===== config.mk =====
export PLATFORM = sky130hd
export DESIGN_NAME = mmio_responder
export DESIGN_NICKNAME = d
export VERILOG_FILES = /design/src/rtl/mmio_responder_pkg.sv /design/src/rtl/mmio_responder_btn_debounce.sv /design/src/rtl/mmio_responder.sv
export SDC_FILE = /design/constraint.sdc
export NUM_CORES = 1
export LEC_CHECK = 0
export BUFFER_PORTS_ARGS = -buffer_cell sky130_fd_sc_hd__buf_2
export CAP_MARGIN = 10
export CORE_MARGIN = 2
export CORE_UTILIZATION = 30
export CTS_CLUSTER_DIAMETER = 120
export DETAILED_ROUTE_END_ITERATION = 12
export PLACE_DENSITY = 0.56
export SLEW_MARGIN = 20
export SYNTH_ARGS = -nofsm -noshare
export SYNTH_HDL_FRONTEND = slang
export SYNTH_SLANG_ARGS = --single-unit

===== constraint.sdc =====
create_clock -name clk -period 4.05 [get_ports clk]
set_input_delay 0.6075 -clock clk [delete_from_list [all_inputs] [get_ports clk]]
set_output_delay 0.6075 -clock clk [all_outputs]
set_load 0.1 [all_outputs]

===== src/rtl/mmio_responder_pkg.sv =====
// mmio_responder_pkg: register word indices and STATUS bit positions for the MMIO responder
package mmio_responder_pkg;
    localparam logic [5:0] ADDR_LED    = 6'h00;
    localparam logic [5:0] ADDR_SW     = 6'h01;
    localparam logic [5:0] ADDR_STATUS = 6'h02;
    localparam logic [5:0] ADDR_IN     = 6'h03;
    localparam logic [5:0] ADDR_OUT    = 6'h04;
    localparam logic [5:0] ADDR_TIMER  = 6'h05;
    localparam int ST_IN_VALID  = 0;
    localparam int ST_OUT_VALID = 1;
    localparam int ST_IN_OVR    = 2;
    localparam int ST_OUT_DROP  = 3;
endpackage


===== src/rtl/mmio_responder_btn_debounce.sv =====
// mmio_responder_btn_debounce: 2-flop btn synchroniser plus debounce counter, emits a one-cycle press pulse
// Ports: clk, rst (sync, active-high), btn (async in), press (one-cycle pulse on debounced 0->1)
module mmio_responder_btn_debounce #(
    parameter int DEB_CYCLES = 16,
    parameter int CNT_W      = 5
) (
    input  logic clk,
    input  logic rst,
    input  logic btn,
    output logic press
);
    logic             s1, s2, level;
    logic [CNT_W-1:0] cnt;
    logic             done;

    assign done  = (s2 != level) && (cnt == CNT_W'(DEB_CYCLES - 1));
    // Pulse coincides with the edge at which the debounced level rises.
    assign press = done && s2;

    always_ff @(posedge clk) begin
        if (rst) begin
            s1    <= 1'b0;
            s2    <= 1'b0;
            level <= 1'b0;
            cnt   <= '0;
        end else begin
            s1    <= btn;
            s2    <= s1;
            level <= done ? s2 : level;
            cnt   <= (s2 == level || done) ? '0 : cnt + 1'b1;
        end
    end
endmodule


===== src/rtl/mmio_responder.sv =====
// mmio_responder: MMIO peripheral with LED, debounced switch capture, valid/ready output channel, status flags
// Ports: clk, rst (sync, active-high); io_addr/io_dout/io_we/io_rd/io_din CPU bus (io_din combinational);
//        sw/btn async inputs; led register; out_data/out_valid/out_ready output channel.
// Optional: define MMIO_TIMER_EN for a 32-bit free-running cycle counter at 0x14.
module mmio_responder
    import mmio_responder_pkg::*;
#(
    parameter int DEB_CYCLES = 16,
    parameter int CNT_W      = 5
) (
    input  logic        clk,
    input  logic        rst,
    input  logic [7:0]  io_addr,
    input  logic [31:0] io_dout,
    input  logic        io_we,
    input  logic        io_rd,
    output logic [31:0] io_din,
    input  logic [7:0]  sw,
    input  logic        btn,
    output logic [7:0]  led,
    output logic [31:0] out_data,
    output logic        out_valid,
    input  logic        out_ready
);
    logic [5:0]  widx;
    logic [7:0]  sw_s1, sw_sync, in_data;
    logic        in_valid, in_ovr, out_drop, press;
    logic        wr_out, accept, rd_in, rd_st;
    logic [31:0] status, timer_rd;
    logic        unused_addr;

    assign widx        = io_addr[7:2];
    assign unused_addr = ^io_addr[1:0];
    assign wr_out      = io_we && widx == ADDR_OUT;
    assign accept      = wr_out && (!out_valid || out_ready);
    assign rd_in       = io_rd && widx == ADDR_IN;
    assign rd_st       = io_rd && widx == ADDR_STATUS;

    mmio_responder_btn_debounce #(.DEB_CYCLES(DEB_CYCLES), .CNT_W(CNT_W)) u_deb (
        .clk   (clk),
        .rst   (rst),
        .btn   (btn),
        .press (press)
    );

    always_ff @(posedge clk) begin
        if (rst) begin
            sw_s1     <= '0;
            sw_sync   <= '0;
            led       <= '0;
            in_data   <= '0;
            in_valid  <= 1'b0;
            in_ovr    <= 1'b0;
            out_data  <= '0;
            out_valid <= 1'b0;
            out_drop  <= 1'b0;
        end else begin
            sw_s1     <= sw;
            sw_sync   <= sw_s1;
            led       <= (io_we && widx == ADDR_LED) ? io_dout[7:0] : led;
            in_data   <= press ? sw_sync : in_data;
            in_valid  <= press ? 1'b1 : (rd_in ? 1'b0 : in_valid);
            // Error events beat the clear-on-read of STATUS.
            in_ovr    <= (press && in_valid && !rd_in) || (in_ovr && !rd_st);
            out_drop  <= (wr_out && !accept) || (out_drop && !rd_st);
            out_data  <= accept ? io_dout : out_data;
            out_valid <= accept ? 1'b1 : (out_ready ? 1'b0 : out_valid);
        end
    end

`ifdef MMIO_TIMER_EN
    logic [31:0] timer;
    always_ff @(posedge clk) begin
        if (rst) timer <= '0;
        else     timer <= (io_we && widx == ADDR_TIMER) ? io_dout : timer + 32'd1;
    end
    assign timer_rd = timer;
`else
    assign timer_rd = '0;
`endif

    always_comb begin
        status               = '0;
        status[ST_IN_VALID]  = in_valid;
        status[ST_OUT_VALID] = out_valid;
        status[ST_IN_OVR]    = in_ovr;
        status[ST_OUT_DROP]  = out_drop;
        io_din = widx == ADDR_LED    ? {24'd0, led}     :
                 widx == ADDR_SW     ? {24'd0, sw_sync} :
                 widx == ADDR_STATUS ? status           :
                 widx == ADDR_IN     ? {24'd0, in_data} :
                 widx == ADDR_OUT    ? out_data         :
                 widx == ADDR_TIMER  ? timer_rd         : 32'd0;
    end
endmodule


==> After elaboration in Yosys (flattened, before gate mapping) <==
Index checks and enable logic that the tools add are counted.
{ "totals": {"ff_bits": 76, "latchBits": 0, "ramBits": 0, "rom_bits": 0, "input_bits": 54, "out_inout_bits": 73, "word_cells": 54, "n_memories": 0} }
{ "op_classes": {"addsub": 1, "mul": 0, "div_mod_pow": 0, "n_lt_le_gt_ge": 0, "eq_ne": 7, "shift": 0, "mux": 9, "bitwise": 0, "reduce_logical": 24} }
{ "ops": {"columns": ["operator", "count"], "rows": [
  ["two-way mux 32 bit", 5],
  ["equality test 6 x 2 -> 1 bit, second input constant", 2],
  ["logical AND 1 bit", 12],
  ["equality test 6 x 1 -> 1 bit, second input constant", 1],
  ["equality test 6 x 3 -> 1 bit, second input constant", 1],
  ["logical NOT 6 bit", 1],
  ["adder 5 x 1 -> 5 bit, second input constant", 1],
  ["equality test 5 x 4 -> 1 bit, second input constant", 1],
  ["logical NOT 1 bit", 4],
  ["logical OR 1 bit", 4],
  ["two-way mux 1 bit", 4],
  ["nonzero test 2 bit", 2],
  ["OR reduction 2 bit", 1],
  ["equality test 1 bit", 1],
  ["inequality test 1 bit", 1]
]} }

==> Logic depth before layout (Yosys ltp) <==
{ "depth": {"depth_word": 6, "depth_mapped": 7} }

==> By module <==
From an unflattened synthesis, not the netlist that was laid out.
{ "unflattened": {"cells_unflattened": 366, "area_unflattened_um2": 3483.3} }
{ "by_module_without_submodules": {"columns": ["mod", "instances", "cells_per_inst", "area_per_inst_um2", "seq_area_each_um2"], "rows": [
  ["mmio_responder", 1, 337, 3190.6, 1361.3],
  ["mmio_responder_btn_debounce", 1, 29, 292.8, 160.2]
]} }

==> Worst setup path before layout <==
No wires, ideal clock.
{ "synth_path": {"path_type": "input to output", "startpoint": "input io_addr[7]", "endpoint": "output io_din[1]", "arrival_time_ns": 3.017, "t_required_ns": 3.442, "slack_ns": 0.425, "stages": 4, "path_buffers": 1, "cell_sequence": "or4_1 > buf_2 > a211o_1 > a22oi_1"} }
{ "synth_via": {"elab_chain_len": 6, "elab_cells_between_ends": 10, "classes_between": "eq/ne: 4; mux: 5; reduce/logical: 1"} }
{ "synth_lines": {"columns": ["element", "line_no", "rtl"], "rows": [
  ["start: declaration", "mmio_responder.sv:13", "input logic [7:0] io_addr,"],
  ["equality test 6 x 3 -> 1 bit", "mmio_responder.sv:92", "widx == ADDR_OUT ? out_data :"],
  ["two-way mux 32 bit", "mmio_responder.sv:92", null],
  ["two-way mux 32 bit", "mmio_responder.sv:91", "widx == ADDR_IN ? {24'd0, in_data} :"],
  ["two-way mux 32 bit", "mmio_responder.sv:90", "widx == ADDR_STATUS ? status :"],
  ["two-way mux 32 bit", "mmio_responder.sv:89", "widx == ADDR_SW ? {24'd0, sw_sync} :"],
  ["two-way mux 32 bit *", "mmio_responder.sv:88", "io_din = widx == ADDR_LED ? {24'd0, led} :"],
  ["end: declaration", "mmio_responder.sv:17", "output logic [31:0] io_din,"]
]} }
Every way passes the cells marked *; elsewhere a longest branch is shown, timed or not.

==> Worst setup path after layout <==
Same ends and word-level chain as after synthesis.

==> results.cfg <==
[timing]
tns_ps = 0
finalCritPeriodShare = 0.755
finalSetupViolCount = 0
finClkSkew_ps = 4.60
worst_pin_slew_ps = 817
fmax_mhz = 327
setup_ws_ps = 991
fin_crit_ps = 3060
report.final.slew_viol_count = 0
rsz0062_at_grt = false
finalHoldViolCount = 0
maxSlewHeadroom = 0.450
whs_ps = 434

[floorplan]
rows = 39
fp.dieW_um = 112
boundaryPins = 127
dieArea_mm2 = 0.0125
coreArea_mm2 = 0.0114
initial_core_util = 0.307
die-height_um = 112

[worst_hold_path]
hold_depth = 1
min_to = sw_sync[3]
hold_path.class = flip-flop to flip-flop
hold_start = sw_s1[3]

[worst_setup_path]
worst-path-buf-inv = 2
end_kind = primary output
slowest_delay_ps = 680
startpoint_type = input port
crit_type = input port to primary output
reg2reg_from = u_deb.cnt[0]
crit_family = simple AND/OR/NAND/NOR gates
path_common_cell = buf_2
slowest_stage = or4_1
arrival_ps = 2450
r2r_slack_ps = 2200
crit_fanout = 7
r2r-end = in_ovr
worstPathRequired_ps = 3440
cp_cell_sequence = buf_2 > or4_1 > a211o_1 > a22oi_1 > buf_2
reg2regPathDepth = 6

[grt]
grt_overflow_total = 0
grt_pass1_vias = 2689
antenna_found_initial = 1
grt_use_total = 0.139
grt_pass1_wl_um = 13900
grt_max_degree = 47

[run]
max-cap-violations = 0

[synth]
ys_types = 40
syn_nets = 424
netlist_instances = 368
ys_seq_area_frac = 0.435
ys.warnings.count = 0
synth_edf_count = 0
ys_seq_elements = 76
synth_area_leaders = dfxtp_1, mux2i_1, nand2b_1
synth_async_sr_flop_share = 0
yosys.area.top_type_share = 0.435
syn-cell-area_mm2 = 0.00350
yosysTopAreaCell = dfxtp_1
postSynthAreaPerCell_um2 = 9.51
synthFlopType = dfxtp_1

[power]
irDropWorstVdd_mv = 0.180
power_density_mw_per_mm2 = 378
power_w = 0.00171
leakagePower_nw = 2.08

[place]
hpwl_um = 6490
dp_slack_ps = 983
place_congestion = 0.752
io_buffers = 124

[clock_tree]
ctsHoldBuffers = 0
clockBufferDepth = 2
post_cts_resized = 0
cts_setup_buffers = 0
root_buffer = clkbuf_16
cts_tree = built
ctsHtreeMaxLevel = 3
cts_inserted_buffers = 9
clock-sinks = 76
clk_latency_ps = 330
clk_pin_slew_ps = 60

[finish]
fill_cells = 1202
fin_nets = 536
final_cell_mix = buf_2, dfxtp_1, nand2b_1
area_growth_syn_to_layout_pct = 28.9
layout_commonest_cell = buf_2
num_antenna_cells = 0
drive_above_1_share = 0.320

[detailed_routing]
drt_iter0_markers = 98
drtPass1Iterations = 4
via_per_inst = 4.73
drt_wl_total_um = 8800
ant_nets = 0
vias = 2971
detail_route.wl_per_cell_um = 14.0
drc_errors = 0

[outcome]
status = completed
[stage by stage]
step / cells / cell area [µm²] / utilization
after floorplan: 368 / 3500 / -
after global placement: 612 / 4200 / 0.368
after detailed placement: 612 / 4200 / 0.368
after CTS: 628 / 4510 / 0.395
after global routing: 628 / 4510 / 0.395
final: 628 / 4510 / 0.395
[logic make-up after synthesis]
kind of cell | share of synthesized area
muxes | 0.138
xor gates and xnor gates | 0.00751
AOI/OAI and AO/OA | 0.0743
DFF | 0.435
adders and majority gates | 0.00715
buffers and inverters | 0.0443
and+or+nand+nor | 0.294
[synthesized netlist by cell type, drive strengths merged, types with 2 or more instances]
library cell / number
a22oi: 4
nor2: 10
a21bo: 4
inv: 3
and3: 26
clkbuf: 20
xnor2: 2
o211ai: 4
nand3: 10
mux2i: 47
a211o: 3
buf: 8
nor2b: 19
nand3b: 2
ha: 2
nor3: 4
o22ai: 2
nand2: 19
dfxtp: 76
a21oi: 9
nand2b: 75
o31ai: 2
a2bb2oi: 4
[power breakdown]
group,switching (W),internal (W),total (W)
combinational,0.0000735,0.0000513,0.000125
clock,0.000307,0.000511,0.000818
sequential,0.00000466,0.000758,0.000763
total,0.000385,0.00132,0.00171
[worst max path at each step]
stage | from | to | slack [ps] | depth (start not counted)
final | io_addr[7] | io_din[1] | 990 | 5
after floorplan | io_addr[7] | io_din[1] | 430 | 4
after detailed placement | io_addr[7] | io_din[1] | 980 | 5
after CTS | io_addr[7] | io_din[1] | 980 | 5
after global routing | io_addr[2] | io_din[24] | 880 | 5
after global placement | io_addr[2] | io_din[1] | 990 | 5
[area by class of cell]
type                            instances  area, µm²  share of cell area
Clock buffer                           11        253              0.0560
Clock inverter                          5       60.1              0.0133
Inverter                                3       11.3             0.00250
Multi-Input combinational cell        261       1830               0.406
Sequential cell                        76       1520               0.337
Tap cell                              143        179              0.0396
Timing Repair Buffer                  129        658               0.146
[registers in the layout, indices dropped and copies added, names as in the netlist, 5 cells and up]
| signal | cells |
|---|---|
| out_data | 32 |
| sw_s1 | 8 |
| u_deb.cnt | 5 |
| led | 8 |
| in_data | 8 |
| sw_sync | 8 |
[routing by layer]
metal,GRT usage,up-vias,routed length [µm]
li1,-,1477,-
met1,0.183,1395,3800
met2,0.228,92,4300
met3,0.0324,7,614
met4,0.0415,0,86
met5,0,-,0
Note: power is estimated with default switching activity, not from simulation.
